### config.mk
export PLATFORM = sky130hd
export DESIGN_NAME = cordic_cos_param
export DESIGN_NICKNAME = d
export VERILOG_FILES = /design/src/rtl/cordic_pkg.sv /design/src/rtl/cordic_cos_param_stage.sv /design/src/rtl/cordic_cos_param.sv
export SDC_FILE = /design/constraint.sdc
export NUM_CORES = 1
export LEC_CHECK = 0
export ABC_AREA = 1
export BUFFER_PORTS_ARGS = -buffer_cell sky130_fd_sc_hd__buf_2
export CAP_MARGIN = 20
export CORE_ASPECT_RATIO = 0.7
export CORE_MARGIN = 2
export CORE_UTILIZATION = 60
export DETAILED_ROUTE_END_ITERATION = 6
export PLACE_DENSITY = 0.75
export SLEW_MARGIN = 30
export SYNTH_ARGS = -nofsm -noshare
export SYNTH_HDL_FRONTEND = slang
export SYNTH_SLANG_ARGS = --single-unit
### constraint.sdc
create_clock -name clock -period 17.5 [get_ports clock]
set_input_delay 0.875 -clock clock [delete_from_list [all_inputs] [get_ports clock]]
set_output_delay 0.875 -clock clock [all_outputs]
set_load 0.02 [all_outputs]
### src/rtl/cordic_pkg.sv
// ---------------------------------------------------------------------------
// cordic_pkg
// Shared definitions for the parameterised CORDIC cosine unit:
//   - state_t         : controller states (IDLE, BUSY, DONE)
//   - NAN_RESULT      : quiet-NaN word returned for out-of-range angles
//   - cordic_k()      : CORDIC gain compensation constant for a given WL
//   - atan_fixed()    : atan(2^-i) scaled by 2^frac, i = 0..27
//   - float_to_fixed(): IEEE-754 single magnitude -> Q1.frac
//   - fixed_to_float(): sign/magnitude Q1.frac -> IEEE-754 single
// Configuration macro: CORDIC_INPUT_ROUND_EN selects round-half-up in
// float_to_fixed(); without it the conversion truncates.
// ---------------------------------------------------------------------------
package cordic_pkg;

   typedef enum logic [1:0] {
      IDLE = 2'd0,
      BUSY = 2'd1,
      DONE = 2'd2
   } state_t;

   localparam logic [31:0] NAN_RESULT  = 32'h7FC0_0000;
   localparam int          ANG_ENTRIES = 32;

   // Gain compensation 0.607252935 scaled to Q1.(wl-2), rounded to nearest,
   // done entirely in integer arithmetic so it folds at elaboration.
   function automatic longint cordic_k(input int wl);
      longint scaled;
      scaled = longint'(607252935) <<< (wl - 2);
      return (scaled + longint'(500000000)) / longint'(1000000000);
   endfunction

   // atan(2^-i) in radians; only ever evaluated with constant arguments.
   function automatic real atan_real(input int i);
      case (i)
         0:  return 0.7853981633974483;
         1:  return 0.4636476090008061;
         2:  return 0.24497866312686414;
         3:  return 0.12435499454676144;
         4:  return 0.06241880999595735;
         5:  return 0.031239833430268277;
         6:  return 0.015623728620476831;
         7:  return 0.007812341060101111;
         8:  return 0.0039062301319669718;
         9:  return 0.0019531225164788188;
         10: return 0.0009765621895593195;
         11: return 0.0004882812111948983;
         12: return 0.00024414062014936177;
         13: return 0.00012207031189367021;
         14: return 0.00006103515617420877;
         15: return 0.000030517578115526096;
         16: return 0.000015258789061315762;
         17: return 0.00000762939453110197;
         18: return 0.000003814697265606496;
         19: return 0.000001907348632810187;
         20: return 0.0000009536743164059608;
         21: return 0.00000047683715820308884;
         22: return 0.00000023841857910155797;
         23: return 0.00000011920928955078068;
         24: return 0.00000005960464477539055;
         25: return 0.000000029802322387695303;
         26: return 0.000000014901161193847655;
         27: return 0.000000007450580596923828;
         default: return 0.0;
      endcase
   endfunction

   // atan(2^-i) * 2^frac rounded to nearest; entries past 27 are zero.
   function automatic longint atan_fixed(input int i, input int frac);
      real scale;
      scale = 1.0;
      for (int k = 0; k < frac; k++) begin
         scale = scale * 2.0;
      end
      return longint'($rtoi(atan_real(i) * scale + 0.5));
   endfunction

   // |f| as an unsigned Q1.frac magnitude. The sign bit is ignored because
   // cosine is even. Exponents below 127-frac underflow to zero, and
   // out-of-range exponents (>= 128) also return zero since the caller
   // flags those separately. A 56-bit window lets one right shift cover
   // every legal exponent for frac up to 26.
   function automatic logic [31:0] float_to_fixed(input logic [31:0] f,
                                                  input int frac);
      int          expo;
      int          rsh;
      logic [55:0] full;
      logic [55:0] shifted;
      logic [55:0] limit;
      expo  = int'(f[30:23]);
      full  = {1'b1, f[22:0], 32'd0};
      limit = (56'd1 << (frac + 1)) - 56'd1;
      if (expo < 127 - frac || expo >= 128) begin
         return 32'd0;
      end
      rsh     = 55 - (expo - 127 + frac);
      shifted = full >> rsh;
`ifdef CORDIC_INPUT_ROUND_EN
      shifted = shifted + 56'(full[rsh - 1]);
      if (shifted > limit) begin
         shifted = limit;
      end
`else
      if (shifted > limit) begin
         shifted = limit;
      end
`endif
      return shifted[31:0];
   endfunction

   // Sign/magnitude Q1.frac to IEEE single. The leading one is moved to
   // bit 31 so the mantissa is the next 23 bits; lower bits are dropped.
   function automatic logic [31:0] fixed_to_float(input logic        sgn,
                                                  input logic [31:0] mag,
                                                  input int          frac);
      int          msb;
      logic [31:0] norm;
      logic [7:0]  expo;
      if (mag == 32'd0) begin
         return 32'd0;
      end
      msb = 0;
      for (int b = 0; b < 32; b++) begin
         if (mag[b]) begin
            msb = b;
         end
      end
      norm = mag << (31 - msb);
      expo = 8'(127 - (frac - msb));
      return {sgn, expo, norm[30:8]};
   endfunction

endpackage

### src/rtl/cordic_cos_param_stage.sv
// ---------------------------------------------------------------------------
// cordic_stage
// One combinational CORDIC rotation in rotation mode. The direction comes
// from the sign of the residual angle z; shifts are arithmetic so negative
// x/y stay correct.
// Ports:
//   x, y, z          : current vector and residual angle (signed Q1.(WL-2))
//   i                : rotation index (shift amount)
//   angle            : atan(2^-i) in the same fixed-point format
//   x_next, y_next,
//   z_next           : rotated vector and updated residual angle
// ---------------------------------------------------------------------------
module cordic_stage
   import cordic_pkg::*;
#(
   parameter int WL = 22
) (
   input  logic signed [WL-1:0] x,
   input  logic signed [WL-1:0] y,
   input  logic signed [WL-1:0] z,
   input  logic        [4:0]    i,
   input  logic signed [WL-1:0] angle,
   output logic signed [WL-1:0] x_next,
   output logic signed [WL-1:0] y_next,
   output logic signed [WL-1:0] z_next
);

   // Rotate toward z = 0: a non-negative residual rotates forward,
   // a negative residual rotates back.
   always_comb begin
      if (!z[WL-1]) begin
         x_next = x - (y >>> i);
         y_next = y + (x >>> i);
         z_next = z - angle;
      end else begin
         x_next = x + (y >>> i);
         y_next = y - (x >>> i);
         z_next = z + angle;
      end
   end

endmodule

### src/rtl/cordic_cos_param.sv
// ---------------------------------------------------------------------------
// cordic_cos_param
// Iterative CORDIC cosine with IEEE-754 single in/out. UNROLL rotations are
// applied per enabled clock, so a result takes ITER/UNROLL enabled cycles.
// Parameters: WL (word length, Q1.(WL-2)), ITER (rotations), UNROLL (1/2/4).
// Ports:
//   clock   : rising-edge clock
//   aclr    : synchronous active-high reset, wins over clk_en
//   clk_en  : all state advances only while high
//   start   : begin a computation (accepted in IDLE or DONE)
//   dataa   : angle in radians (IEEE single, sign ignored)
//   result  : cos(|dataa|) as IEEE single, held until the next done
//   done    : result valid
//   busy    : rotations in progress
//   err     : |dataa| >= 2, Inf or NaN; result is then quiet NaN
// Configuration macro: CORDIC_INPUT_ROUND_EN (round-half-up on input
// conversion instead of truncation; latency is identical).
// ---------------------------------------------------------------------------
module cordic_cos_param
   import cordic_pkg::*;
#(
   parameter int WL     = 22,
   parameter int ITER   = 16,
   parameter int UNROLL = 1
) (
   input  logic        clock,
   input  logic        aclr,
   input  logic        clk_en,
   input  logic        start,
   input  logic [31:0] dataa,
   output logic [31:0] result,
   output logic        done,
   output logic        busy,
   output logic        err
);

   localparam int                   FRAC   = WL - 2;
   localparam logic signed [WL-1:0] K_INIT = WL'(cordic_k(WL));

   if (WL < 16 || WL > 28) begin : g_bad_wl
      $error("cordic_cos_param: WL must be in 16..28");
   end
   if (ITER < 8 || ITER > WL - 2) begin : g_bad_iter
      $error("cordic_cos_param: ITER must be in 8..WL-2");
   end
   if ((UNROLL != 1 && UNROLL != 2 && UNROLL != 4) || (ITER % UNROLL) != 0) begin : g_bad_unroll
      $error("cordic_cos_param: UNROLL must be 1, 2 or 4 and divide ITER");
   end

   state_t                state;
   logic signed [WL-1:0]  x_q;
   logic signed [WL-1:0]  y_q;
   logic signed [WL-1:0]  z_q;
   logic        [4:0]     i_q;

   logic signed [WL-1:0]  x_fin;
   logic signed [WL-1:0]  y_fin;
   logic signed [WL-1:0]  z_fin;
   logic signed [WL-1:0]  x_abs;
   logic signed [WL-1:0]  z_load;
   logic                  in_err;
   logic                  last_step;
   logic        [31:0]    fin_word;

   logic signed [WL-1:0]  atan_rom [ANG_ENTRIES];

   // The angle table is padded to 32 entries so the 5-bit rotation index
   // addresses it directly; entries at or beyond ITER are never selected.
   for (genvar g = 0; g < ANG_ENTRIES; g++) begin : g_rom
      localparam logic signed [WL-1:0] ANG = WL'(atan_fixed(g, FRAC));
      assign atan_rom[g] = ANG;
   end

   // Chain of UNROLL rotations. Each stage works on index i_q + u, and the
   // last stage's outputs are what the registers load each BUSY cycle.
   for (genvar u = 0; u < UNROLL; u++) begin : g_stage
      logic signed [WL-1:0] xi;
      logic signed [WL-1:0] yi;
      logic signed [WL-1:0] zi;
      logic signed [WL-1:0] xo;
      logic signed [WL-1:0] yo;
      logic signed [WL-1:0] zo;
      logic        [4:0]    idx;

      if (u == 0) begin : g_head
         assign xi = x_q;
         assign yi = y_q;
         assign zi = z_q;
      end else begin : g_link
         assign xi = g_stage[u-1].xo;
         assign yi = g_stage[u-1].yo;
         assign zi = g_stage[u-1].zo;
      end

      assign idx = i_q + 5'(u);

      cordic_stage #(
         .WL(WL)
      ) u_stage (
         .x      (xi),
         .y      (yi),
         .z      (zi),
         .i      (idx),
         .angle  (atan_rom[idx]),
         .x_next (xo),
         .y_next (yo),
         .z_next (zo)
      );

      if (u == UNROLL - 1) begin : g_tail
         assign x_fin = xo;
         assign y_fin = yo;
         assign z_fin = zo;
      end
   end

   // Input check and conversion happen combinationally so an accepted
   // request loads z and err on the same edge. The final word is built
   // from the last stage's x so result lands together with done.
   always_comb begin
      in_err    = dataa[30];
      z_load    = WL'(float_to_fixed(dataa, FRAC));
      last_step = (i_q == 5'(ITER - UNROLL));
      x_abs     = x_fin[WL-1] ? -x_fin : x_fin;
      if (err) begin
         fin_word = NAN_RESULT;
      end else begin
         fin_word = fixed_to_float(x_fin[WL-1], {{(32 - WL){1'b0}}, x_abs}, FRAC);
      end
   end

   // Controller and datapath registers. Reset takes priority over clk_en;
   // start is only honoured outside BUSY so an in-flight rotation is never
   // disturbed. done and busy are mutually exclusive by construction.
   always_ff @(posedge clock) begin
      if (aclr) begin
         state  <= IDLE;
         done   <= 1'b0;
         busy   <= 1'b0;
         err    <= 1'b0;
         x_q    <= K_INIT;
         y_q    <= '0;
         z_q    <= '0;
         i_q    <= '0;
         result <= 32'd0;
      end else if (clk_en) begin
         case (state)
            IDLE, DONE: begin
               if (start) begin
                  state <= BUSY;
                  busy  <= 1'b1;
                  done  <= 1'b0;
                  err   <= in_err;
                  x_q   <= K_INIT;
                  y_q   <= '0;
                  z_q   <= in_err ? '0 : z_load;
                  i_q   <= '0;
               end
            end
            BUSY: begin
               x_q <= x_fin;
               y_q <= y_fin;
               z_q <= z_fin;
               i_q <= i_q + 5'(UNROLL);
               if (last_step) begin
                  state  <= DONE;
                  busy   <= 1'b0;
                  done   <= 1'b1;
                  result <= fin_word;
               end
            end
            default: begin
               state <= IDLE;
               busy  <= 1'b0;
               done  <= 1'b0;
            end
         endcase
      end
   end

endmodule

==> summary.md, run 1 <==
| Metric | Value |
|---|---|
| Port Buffer Count | `69` |
| Count leader, synth | `nand2_1` |
| Max-cap violations | `0` |
| Clock sink total | `about 110` |
| Syn Area/Cell | `5.73 µm²` |
| Initial Utilization | `0.613` |
| Via count | `15500` |
| Crit path buf inv count | `8` |
| WL per Instance | `around 16 µm` |
| Crit end category | `flip-flop` |
| CTS Buf Count | `9` |
| Clock tree buffer depth | `2` |
| Synth cell types | `53` |
| Inserted Diodes | `0` |
| Synth area leaders | `nand2_1 18%, dfxtp_1 16%, nand3_1 9.6%, o21ai_0 8.2%, ha_1 7.7%` |
| Critical Path RT | `17.74 ns` |
| Worst-Margin Slew | `slightly below 1 ns` |
| Detailed placement HPWL | `31000 µm` |
| Post-route setup TNS | `0 ns` |
| Worst path slowest cell | `clkinv_1` |
| Post-CTS Setup Bufs | `0` |
| Total Nets Final | `2428` |
| Slew Limit Headroom | `0.344` |
| Clk root buf | `clkbuf_16` |
| First-pass GRT wire length | `67100 µm` |
| Number of global-route vias before repair | `13500` |
| Pins Over Slew Limit | `0` |
| Die Ht | `129 µm` |
| 1st-iter DRT viols | `between 1500 and 2000` |
| Failing checks | `DRC` |
| Worst-Skew Late Latency | `0.38 ns` |
| Syn nets | `2448` |
| DRC viols | `1` |
| Fmax | `99.1 MHz` |
| Routed WL | `41400 µm` |
| GRT Resource Usage Total | `0.349` |
| Crit path max-delay family | `simple AND/OR/NAND/NOR gates` |
| Synth top area share | `0.176` |
| CTS tree | `built` |
| CP arrival | `about 10 ns` |
| Largest area contributor in the netlist | `nand2_1` |
| Core ar. | `between 0.02 and 0.025 mm²` |
| Cells after Synth | `2327` |
| Clock transition at path regs | `0.09 ns` |
| Synth-to-layout area growth | `4.73%` |
| Routability congestion estimate | `0.987` |
| Post-route clock period utilization | `0.576` |
| Total gr overflow | `0` |
| Endpoints failing setup | `0` |
| Die area | `about 0.023 mm²` |
| Crit-path most repeated cell | `nand2_1` |
| Worst hold path class | `flip-flop to flip-flop` |
| Largest net degree at the start of global routing | `62` |
| Register area | `0.00212 mm²` |
| Multi-input logic area | `0.00975 mm²` |
| Boundary Pins | `71` |
| Status | `finished, violations left` |
| CP max stage delay | `around 0.75 ns` |
| Rows | `45` |
| Post-synth design cell area | `0.0133 mm²` |
| Kind of critical path | `flip-flop to flip-flop` |
| Fin crit period | `10.09 ns` |
| Synth Register Bits | `106` |
| Hold-fix buffers, CTS | `0` |
| Post-cts resize count | `0` |
| Most frequent cells after synthesis | `624 x nand2_1, 256 x nand3_1, 243 x inv_1, 219 x o21ai_0, 189 x a21oi_1` |
| Clock skew | `between 0.009 and 0.01 ns` |
| Initial antenna violation count | `0` |
| Post-synth EDFFs | `0` |
| Worst Setup Start Kind | `flip-flop` |
| Layout cells sized above 1 | `0.0610` |
| Die Span X | `182 µm` |
| Initial DRT Pass Iterations | `7` |
| Post-route ant nets | `0` |
| # fillers | `around 2200` |
| Register area share after synthesis | `0.159` |
| Top_reg_cell synth | `dfxtp_1` |
| Worst Path Max Fanout | `35` |
| H-tree depth | `3` |
| RSZ-0062 raised after global routing | `no` |
| Vias per cell | `5.97` |
| Final Hold Viols | `0` |
| Ys async rst share | `0` |
| Yosys warns | `0` |
## final cells by class
class	count	area share
Multi-Input combinational cell	1854	0.698
Sequential cell	106	0.152
Inverter	254	0.0685
Timing Repair Buffer	82	0.0320
Tap cell	282	0.0253
Clock buffer	9	0.0161
Clock inverter	7	0.00744
## cells by family (layout without fill, tap and decap cells)
group / count (synthesis) / in the layout / share of synthesized area
AOI/OAI and AO/OA: 522 / 522 / 0.216
xor gates and xnor gates: 103 / 103 / 0.0688
adders and majority gates: 85 / 85 / 0.0815
buffers and inverters: 367 / 352 / 0.110
DFF: 106 / 106 / 0.159
muxes: 9 / 9 / 0.00676
and+or+nand+nor: 1135 / 1135 / 0.358
## flip-flops by register name, indices dropped and copies added, names as in the netlist
register,cells
done,1
err,1
g_stage.xi,22
g_stage.yi,22
g_stage.zi,22
i_q,5
result,32
state,1
## metrics by stage
step	instances	util	worst slack (ns)	instance area, µm²	hold WS (ns)
floorplan	2327	-	11.19	13300	0.458
global placement	2577	0.627	7.24	13600	0.423
detailed placement	2578	0.627	7.88	13600	0.431
CTS	2594	0.642	7.81	14000	0.449
global route	2594	0.642	6.64	14000	0.464
finish	2594	0.642	7.41	14000	0.445
## worst paths after layout
kind                                        startpoint                 endpoint  slack [ns]  cells after the start
worst max register to register     i_q[4]$_SDFFE_PP0P_  result[20]$_SDFFE_PP0P_        7.41                     38
worst max-delay path               i_q[4]$_SDFFE_PP0P_  result[20]$_SDFFE_PP0P_        7.41                     38
worst min register to register  result[1]$_SDFFE_PP0P_   result[1]$_SDFFE_PP0P_        0.45                      2
worst min-delay path            result[1]$_SDFFE_PP0P_   result[1]$_SDFFE_PP0P_        0.45                      2
## worst reg2reg max path: cells and delay by family (launching register included)
| family | cells | cell delay, ns |
|---|---|---|
| buf+inv | 8 | 2.14 |
| xor+xnor | 2 | 0.44 |
| flops | 1 | 0.62 |
| fa+ha+maj | 2 | 0.50 |
| compound gates | 3 | 0.88 |
| simple gates | 23 | 5.36 |
## layout by cell type (no fill, tap or decap), types with 12 or more instances in the layout
cell type | netlist | routed
a21oi_1 | 189 | 189
dfxtp_1 | 106 | 104
xor2_1 | 76 | 76
a31oi_1 | 25 | 25
o21ai_0 | 219 | 219
o211ai_1 | 26 | 26
nor3_1 | 31 | 31
buf_4 | 2 | 12
o22ai_1 | 13 | 13
buf_2 | 19 | 69
nand3_1 | 256 | 256
ha_1 | 82 | 82
inv_1 | 243 | 241
xnor2_1 | 25 | 25
nand2_1 | 624 | 624
nor2_1 | 174 | 173
## routing by layer
layer  routed length [µm]  track usage  up-vias
li1                     -            -     7708
met1                20200        0.522     7059
met2                16500        0.510      668
met3                 4020       0.0730       53
met4                  711       0.0825        0
met5                    0            0        -
Power of run 1 is not shown: default switching activity piles up to over one toggle a cycle in this logic, so the estimate is an artifact.
==> inputs of run 2 (changes only) <==
--- a/config.mk
+++ b/config.mk
@@ -5,14 +5,14 @@
 export SDC_FILE = /design/constraint.sdc
 export NUM_CORES = 1
 export LEC_CHECK = 0
-export ABC_AREA = 1
+export ABC_AREA = 0
 export BUFFER_PORTS_ARGS = -buffer_cell sky130_fd_sc_hd__buf_2
 export CAP_MARGIN = 20
 export CORE_ASPECT_RATIO = 0.7
 export CORE_MARGIN = 2
-export CORE_UTILIZATION = 60
+export CORE_UTILIZATION = 58
 export DETAILED_ROUTE_END_ITERATION = 6
-export PLACE_DENSITY = 0.75
+export PLACE_DENSITY = 0.76
 export SLEW_MARGIN = 30
 export SYNTH_ARGS = -nofsm -noshare
 export SYNTH_HDL_FRONTEND = slang
==> constraint.sdc (replaced) <==
create_clock -name clock -period 8.9 [get_ports clock]
set_input_delay 0.445 -clock clock [delete_from_list [all_inputs] [get_ports clock]]
set_output_delay 0.445 -clock clock [all_outputs]
set_load 0.02 [all_outputs]
==> summary.md, run 2 <==
| Metric | Value |
|---|---|
| Max FFs per register | `32` |
| Failing checks | `DRC` |
| Port Buffer Count | `69` |
| DRC viols | `1` |
| Detailed placement HPWL | `~35000 µm` |
| Initial Utilization | `0.588` |
| Synth-to-layout area growth | `6.73%` |
| Post-route setup TNS | `0 ns` |
| Mux share of post-synthesis cell area | `0.141` |
| Synth Area in Adders | `0.0727` |
| Top_reg_cell synth | `dfxtp_1` |
| Fin crit period | `8.31 ns` |
| Clock transition at path regs | `0.09 ns` |
| Final Hold Viols | `0` |
| Most frequent cells after synthesis | `239 x nor2_1, 192 x nand2_1, 143 x a21oi_1, 128 x o21ai_0, 106 x dfxtp_1` |
| Worst-Skew Late Latency | `~0.38 ns` |
| Endpoints failing setup | `0` |
| Layout cells sized above 1 | `0.140` |
| Pins Over Slew Limit | `0` |
| Worst hold path class | `flip-flop to flip-flop` |
| Routability congestion estimate | `0.984` |
| Initial DRT Pass Iterations | `7` |
| CTS tree | `built` |
| Peak VDD IR | `0.000570 V` |
| Boundary Pins | `slightly above 70` |
| Slew Limit Headroom | `0.377` |
| Crit end category | `flip-flop` |
| Critical Path RT | `between 9 and 10 ns` |
| Routed WL | `47300 µm` |
| Die area | `between 0.02 and 0.03 mm²` |
| Yosys warns | `0` |
| Largest area contributor in the netlist | `dfxtp_1` |
| Cells after Synth | `around 2000` |
| Post-synth EDFFs | `0` |
| Most frequent cells in the layout | `238 x nor2_1, 191 x nand2_1, 143 x a21oi_1, 127 x o21ai_0, 100 x dfxtp_1` |
| Final core utilization | `0.627` |
| CP arrival | `8.55 ns` |
| Synth Register Bits | `106` |
| Clk root buf | `clkbuf_16` |
| Core ar. | `0.0256 mm²` |
| Worst path slowest cell | `mux4_2` |
| Synth cell types | `between 100 and 150` |
| Fmax | `roughly 120 MHz` |
| Die Span X | `between 150 and 200 µm` |
| Register area share after synthesis | `0.141` |
| Post-synth design cell area | `0.0151 mm²` |
| Number of global-route vias before repair | `14100` |
| Clock skew | `0.0170 ns` |
| Pwr Total | `about 6400 µW` |
| Syn Area/Cell | `7.39 µm²` |
| WL per Instance | `19.9 µm` |
| RSZ-0062 raised after global routing | `no` |
| Vias per cell | `6.72` |
| First-pass GRT wire length | `75300 µm` |
| Clock tree buffer depth | `2` |
| Worst-Margin Slew | `a little over 0.9 ns` |
| Leakage power figure | `0.00640 µW` |
| Clock sink total | `106` |
| Synth top area share | `0.141` |
| Status | `finished, violations left` |
| Synth area leaders | `dfxtp_1 14%, ha_1 6.8%, nor2_1 6.0%, mux2i_1 5.4%, mux4_2 5.2%` |
| Initial antenna violation count | `0` |
| Largest net degree at the start of global routing | `66` |
| Inserted Diodes | `0` |
| H-tree depth | `3` |
| Die Ht | `139 µm` |
| Rows | `49` |
| Via count | `between 15000 and 20000` |
| 1st-iter DRT viols | `2074` |
| Count leader, synth | `nor2_1` |
| Commonest non-fill, non-tap cell in the layout | `nor2_1` |
| Largest family of logic cells by synthesized area | `compound AO/OA/AOI/OAI gates` |
| Syn nets | `2160` |
| Most flops, register | `result` |
| Post-route ant nets | `0` |
| Simple-Gate Fraction of Synth Area | `0.229` |
| Max-cap violations | `0` |
| Post-route clock period utilization | `0.934` |
| Worst Path Max Fanout | `13` |
| Xor/xnor share of the synthesized area | `0.0781` |
| Worst Setup Start Kind | `flip-flop` |
| Power Density | `401 mW/mm²` |
| Kind of critical path | `flip-flop to flip-flop` |
| Total Nets Final | `between 2000 and 2500` |
| GRT Resource Usage Total | `0.336` |
| CP max stage delay | `0.56 ns` |
| Ys async rst share | `0` |
| Compound-cell area share of the yosys netlist | `0.279` |
| Hold-fix buffers, CTS | `0` |
| CTS Buf Count | `9` |
| Total gr overflow | `0` |
## run 2: cell types whose count changed in the layout (fill, tap and decap cells not counted), sizes merged, moves of 45 or more
cell    change
inv       -176
xnor2      +54
o21ai      -91
a211oi     +47
mux2i      +76
nand2     -437
a21oi      -45
buf        +48
nand3     -213
nor2       +59
## run 2: worst paths after layout
| check | to | slack [ns] | cells after the start | start |
|---|---|---|---|---|
| worst min register to register | result[14]$_SDFFE_PP0P_ | 0.45 | 2 | result[14]$_SDFFE_PP0P_ |
| worst min-delay path | result[14]$_SDFFE_PP0P_ | 0.45 | 2 | result[14]$_SDFFE_PP0P_ |
| worst max-delay path | result[22]$_SDFFE_PP0P_ | 0.59 | 29 | i_q[1]$_SDFFE_PP0P_ |
| worst max register to register | result[22]$_SDFFE_PP0P_ | 0.59 | 29 | i_q[1]$_SDFFE_PP0P_ |
## run 2: per-layer routing
metal,vias to the layer above,global-route usage,wire length [µm],part of all wire
met2,813,0.477,19200,0.41
met5,-,0,0,0
met4,0,0.0625,704,0.015
li1,7539,-,-,-
met1,7536,0.530,22400,0.47
met3,70,0.0557,5000,0.11
## run 2: kinds of logic after synthesis
group / Yosys count
DFF: 106
muxes: 159
and+or+nand+nor: 724
xor gates and xnor gates: 131
adders and majority gates: 86
AOI/OAI and AO/OA: 620
buffers and inverters: 213
## run 2: cell type report
| cell class | count | area [µm²] |
|---|---|---|
| Multi-Input combinational cell | 1720 | 12100 |
| Fill cell | 2335 | 9550 |
| Inverter | 73 | 274 |
| Clock inverter | 7 | 75.1 |
| Tap cell | 331 | 414 |
| Clock buffer | 9 | 225 |
| Sequential cell | 106 | 2130 |
| Timing Repair Buffer | 130 | 832 |
## run 2: report_power, final
| group | total, µW | switching (µW) | internal (µW) | leakage (µW) |
|---|---|---|---|---|
| Clock | 430 | 229 | 201 | 0.000145 |
| Combinational | 5490 | 3380 | 2110 | 0.00539 |
| Sequential | 526 | 32.8 | 494 | 0.000864 |
## run 2: worst max-delay path: cells and delay by family (launching register included)
kind                     cells  cell delay, ns
AND/OR/NAND/NOR              6            1.25
flip-flops                   1            0.53
adder cells (fa/ha/maj)      2            0.52
buffers and inverters        2            0.16
multiplexers                 3            0.98
XOR/XNOR                     2            0.75
AO/OA/AOI/OAI               14            3.96
## run 2: repair_timing
item / 4_1_cts / 5_1_grt
buffers inserted: 0 / 2
gates resized for setup: 0 / 8
setup endpoints to repair: 0 / 24
## run 2: stage by stage
step | cells | area (µm²) | setup WS (ns) | hold WS [ns]
6_report | 2376 | 16100 | 0.586 | 0.447
5_1_grt | 2376 | 16100 | 0.0268 | 0.474
4_1_cts | 2374 | 16000 | 0.421 | 0.449
3_5_place_dp | 2358 | 15700 | 0.461 | 0.430
3_3_place_gp | 2358 | 15700 | 0.467 | 0.427
2_1_floorplan | 2039 | 15100 | 1.44 | 0.458
Power figures use the tool's default switching activity.
==> inputs of run 3 (changes only) <==
--- a/config.mk
+++ b/config.mk
@@ -5,14 +5,14 @@
 export SDC_FILE = /design/constraint.sdc
 export NUM_CORES = 1
 export LEC_CHECK = 0
-export ABC_AREA = 0
+export ABC_AREA = 1
 export BUFFER_PORTS_ARGS = -buffer_cell sky130_fd_sc_hd__buf_2
 export CAP_MARGIN = 20
 export CORE_ASPECT_RATIO = 0.7
 export CORE_MARGIN = 2
-export CORE_UTILIZATION = 58
+export CORE_UTILIZATION = 60
 export DETAILED_ROUTE_END_ITERATION = 6
-export PLACE_DENSITY = 0.76
+export PLACE_DENSITY = 0.75
 export SLEW_MARGIN = 30
 export SYNTH_ARGS = -nofsm -noshare
 export SYNTH_HDL_FRONTEND = slang
==> constraint.sdc (replaced) <==
create_clock -name clock -period 10.3 [get_ports clock]
set_input_delay 0.515 -clock clock [delete_from_list [all_inputs] [get_ports clock]]
set_output_delay 0.515 -clock clock [all_outputs]
set_load 0.02 [all_outputs]
==> summary.md, run 3 (synthesized netlist as in run 1, its figures left out) <==
| Metric | Value |
|---|---|
| CTS tree | `built` |
| Commonest non-fill, non-tap cell in the layout | `nand2_1` |
| # fillers | `2160` |
| Most flops, register | `result` |
| Clock transition at path regs | `0.09 ns` |
| Post-cts resize count | `0` |
| Synth-to-layout area growth | `4.98%` |
| Setup slack after layout | `0.977 ns` |
| Kind of critical path | `flip-flop to flip-flop` |
| Clock sink total | `between 100 and 150` |
| Endpoints failing setup | `0` |
| Core ar. | `0.0217 mm²` |
| RSZ-0062 raised after global routing | `no` |
| Crit end category | `flip-flop` |
| Die Ht | `approximately 130 µm` |
| Worst-Margin Slew | `0.877 ns` |
| Worst Path Max Fanout | `44` |
| Post-place setup slack | `1.44 ns` |
| Inserted Diodes | `0` |
| Max-cap violations | `0` |
| WL per Instance | `16.0 µm` |
| Clk root buf | `clkbuf_16` |
| Port Buffer Count | `69` |
| Post-route setup TNS | `0 ns` |
| Status | `complete, no violations` |
| Initial antenna violation count | `0` |
| Max FFs per register | `32` |
| Clock tree buffer depth | `2` |
| 1st-iter DRT viols | `1754` |
| CP arrival | `9.63 ns` |
| Hold-fix buffers, CTS | `0` |
| Final Hold Viols | `0` |
| Die area | `0.0234 mm²` |
| Post-CTS Setup Bufs | `0` |
| Fmax | `107 MHz` |
| Via count | `15500` |
| Initial Utilization | `0.613` |
| Post-route ant nets | `0` |
| Total Nets Final | `2433` |
| Worst hold path class | `flip-flop to flip-flop` |
| H-tree depth | `3` |
| DRC viols | `0` |
| Fin crit period | `9.32 ns` |
| Worst-Skew Late Latency | `0.38 ns` |
| Routed WL | `approximately 42000 µm` |
| CTS Buf Count | `9` |
| Layout cells sized above 1 | `0.0643` |
| Pins Over Slew Limit | `0` |
| Die Span X | `182 µm` |
| Critical Path RT | `between 10 and 15 ns` |
| Rows | `45` |
| Number of global-route vias before repair | `around 13000` |
| Boundary Pins | `71` |
| Crit-path most repeated cell | `nand2_1` |
| Post-route clock period utilization | `0.905` |
| Vias per cell | `slightly below 6` |
| Worst Setup Start Kind | `flip-flop` |
| GRT Resource Usage Total | `0.345` |
| Initial DRT Pass Iterations | `6` |
| Clock skew | `0.0109 ns` |
| Total gr overflow | `0` |
| Worst path slowest cell | `dfxtp_2` |
| Most frequent cells in the layout | `624 x nand2_1, 256 x nand3_1, 240 x inv_1, 219 x o21ai_0, 189 x a21oi_1` |
| Detailed placement HPWL | `31400 µm` |
| Worst hold margin | `0.442 ns` |
| CP max stage delay | `0.76 ns` |
| Final core utilization | `0.644` |
| Routability congestion estimate | `just over 1` |
| Slew Limit Headroom | `0.409` |
| Largest net degree at the start of global routing | `62` |
| First-pass GRT wire length | `around 66000 µm` |
==> run 3: cell count changes in the layout (fill, tap and decap cells not counted), moves of 34 or more <==
| cell | before | now |
|---|---|---|
| nand2_1 | 191 | 624 |
| nor3_1 | 65 | 31 |
| nor2_1 | 238 | 172 |
| a21oi_1 | 143 | 189 |
| inv_1 | 70 | 240 |
| xnor2_1 | 78 | 25 |
| nand3_1 | 45 | 256 |
| buf_4 | 58 | 18 |
| mux4_2 | 35 | 0 |
| a211oi_1 | 47 | 4 |
| o21ai_0 | 127 | 219 |
| mux2i_1 | 82 | 9 |
==> run 3: per-stage QoR <==
stage	area [µm²]	instances
finish	14000	2599
global placement	13700	2583
detailed placement	13700	2583
global route	14000	2599
CTS	14000	2599
floorplan	13300	2327
==> run 3: worst paths after layout <==
path,to,depth (start not counted),slack [ns],from
hold reg to reg,result[0]$_SDFFE_PP0P_,2,0.44,result[0]$_SDFFE_PP0P_
hold / removal,result[0]$_SDFFE_PP0P_,2,0.44,result[0]$_SDFFE_PP0P_
setup reg to reg,result[20]$_SDFFE_PP0P_,55,0.98,i_q[0]$_SDFFE_PP0P_
setup / recovery,result[20]$_SDFFE_PP0P_,55,0.98,i_q[0]$_SDFFE_PP0P_
==> run 3: layout make-up <==
| type | instances | area (µm²) | share of cell area |
|---|---|---|---|
| inverter | 254 | 956 | 0.0683 |
| tap | 282 | 353 | 0.0252 |
| multi-input combinational | 1854 | 9750 | 0.697 |
| clock buffer | 9 | 225 | 0.0161 |
| sequential | 106 | 2120 | 0.152 |
| timing repair buffer | 87 | 480 | 0.0343 |
| clock inverter | 7 | 101 | 0.00724 |
==> run 3: routing by layer <==
metal / wire length (µm) / vias up / global-route usage / share of wire
li1: - / 7701 / - / -
met1: 20200 / 6990 / 0.512 / 0.48
met2: 16800 / 715 / 0.517 / 0.40
met3: 4130 / 47 / 0.0708 / 0.099
met4: 518 / 0 / 0.0636 / 0.012
met5: 0 / - / 0 / 0
==> run 3: worst max-delay path, delay by kind of cell, from the launching register on <==
family,cells,cell delay (ns)
xor gates and xnor gates,1,0.25
DFF,1,0.76
AOI/OAI and AO/OA,9,1.88
adders and majority gates,2,0.47
buffers and inverters,3,0.53
and+or+nand+nor,40,5.33
Power of run 3 is left out for the same reason.
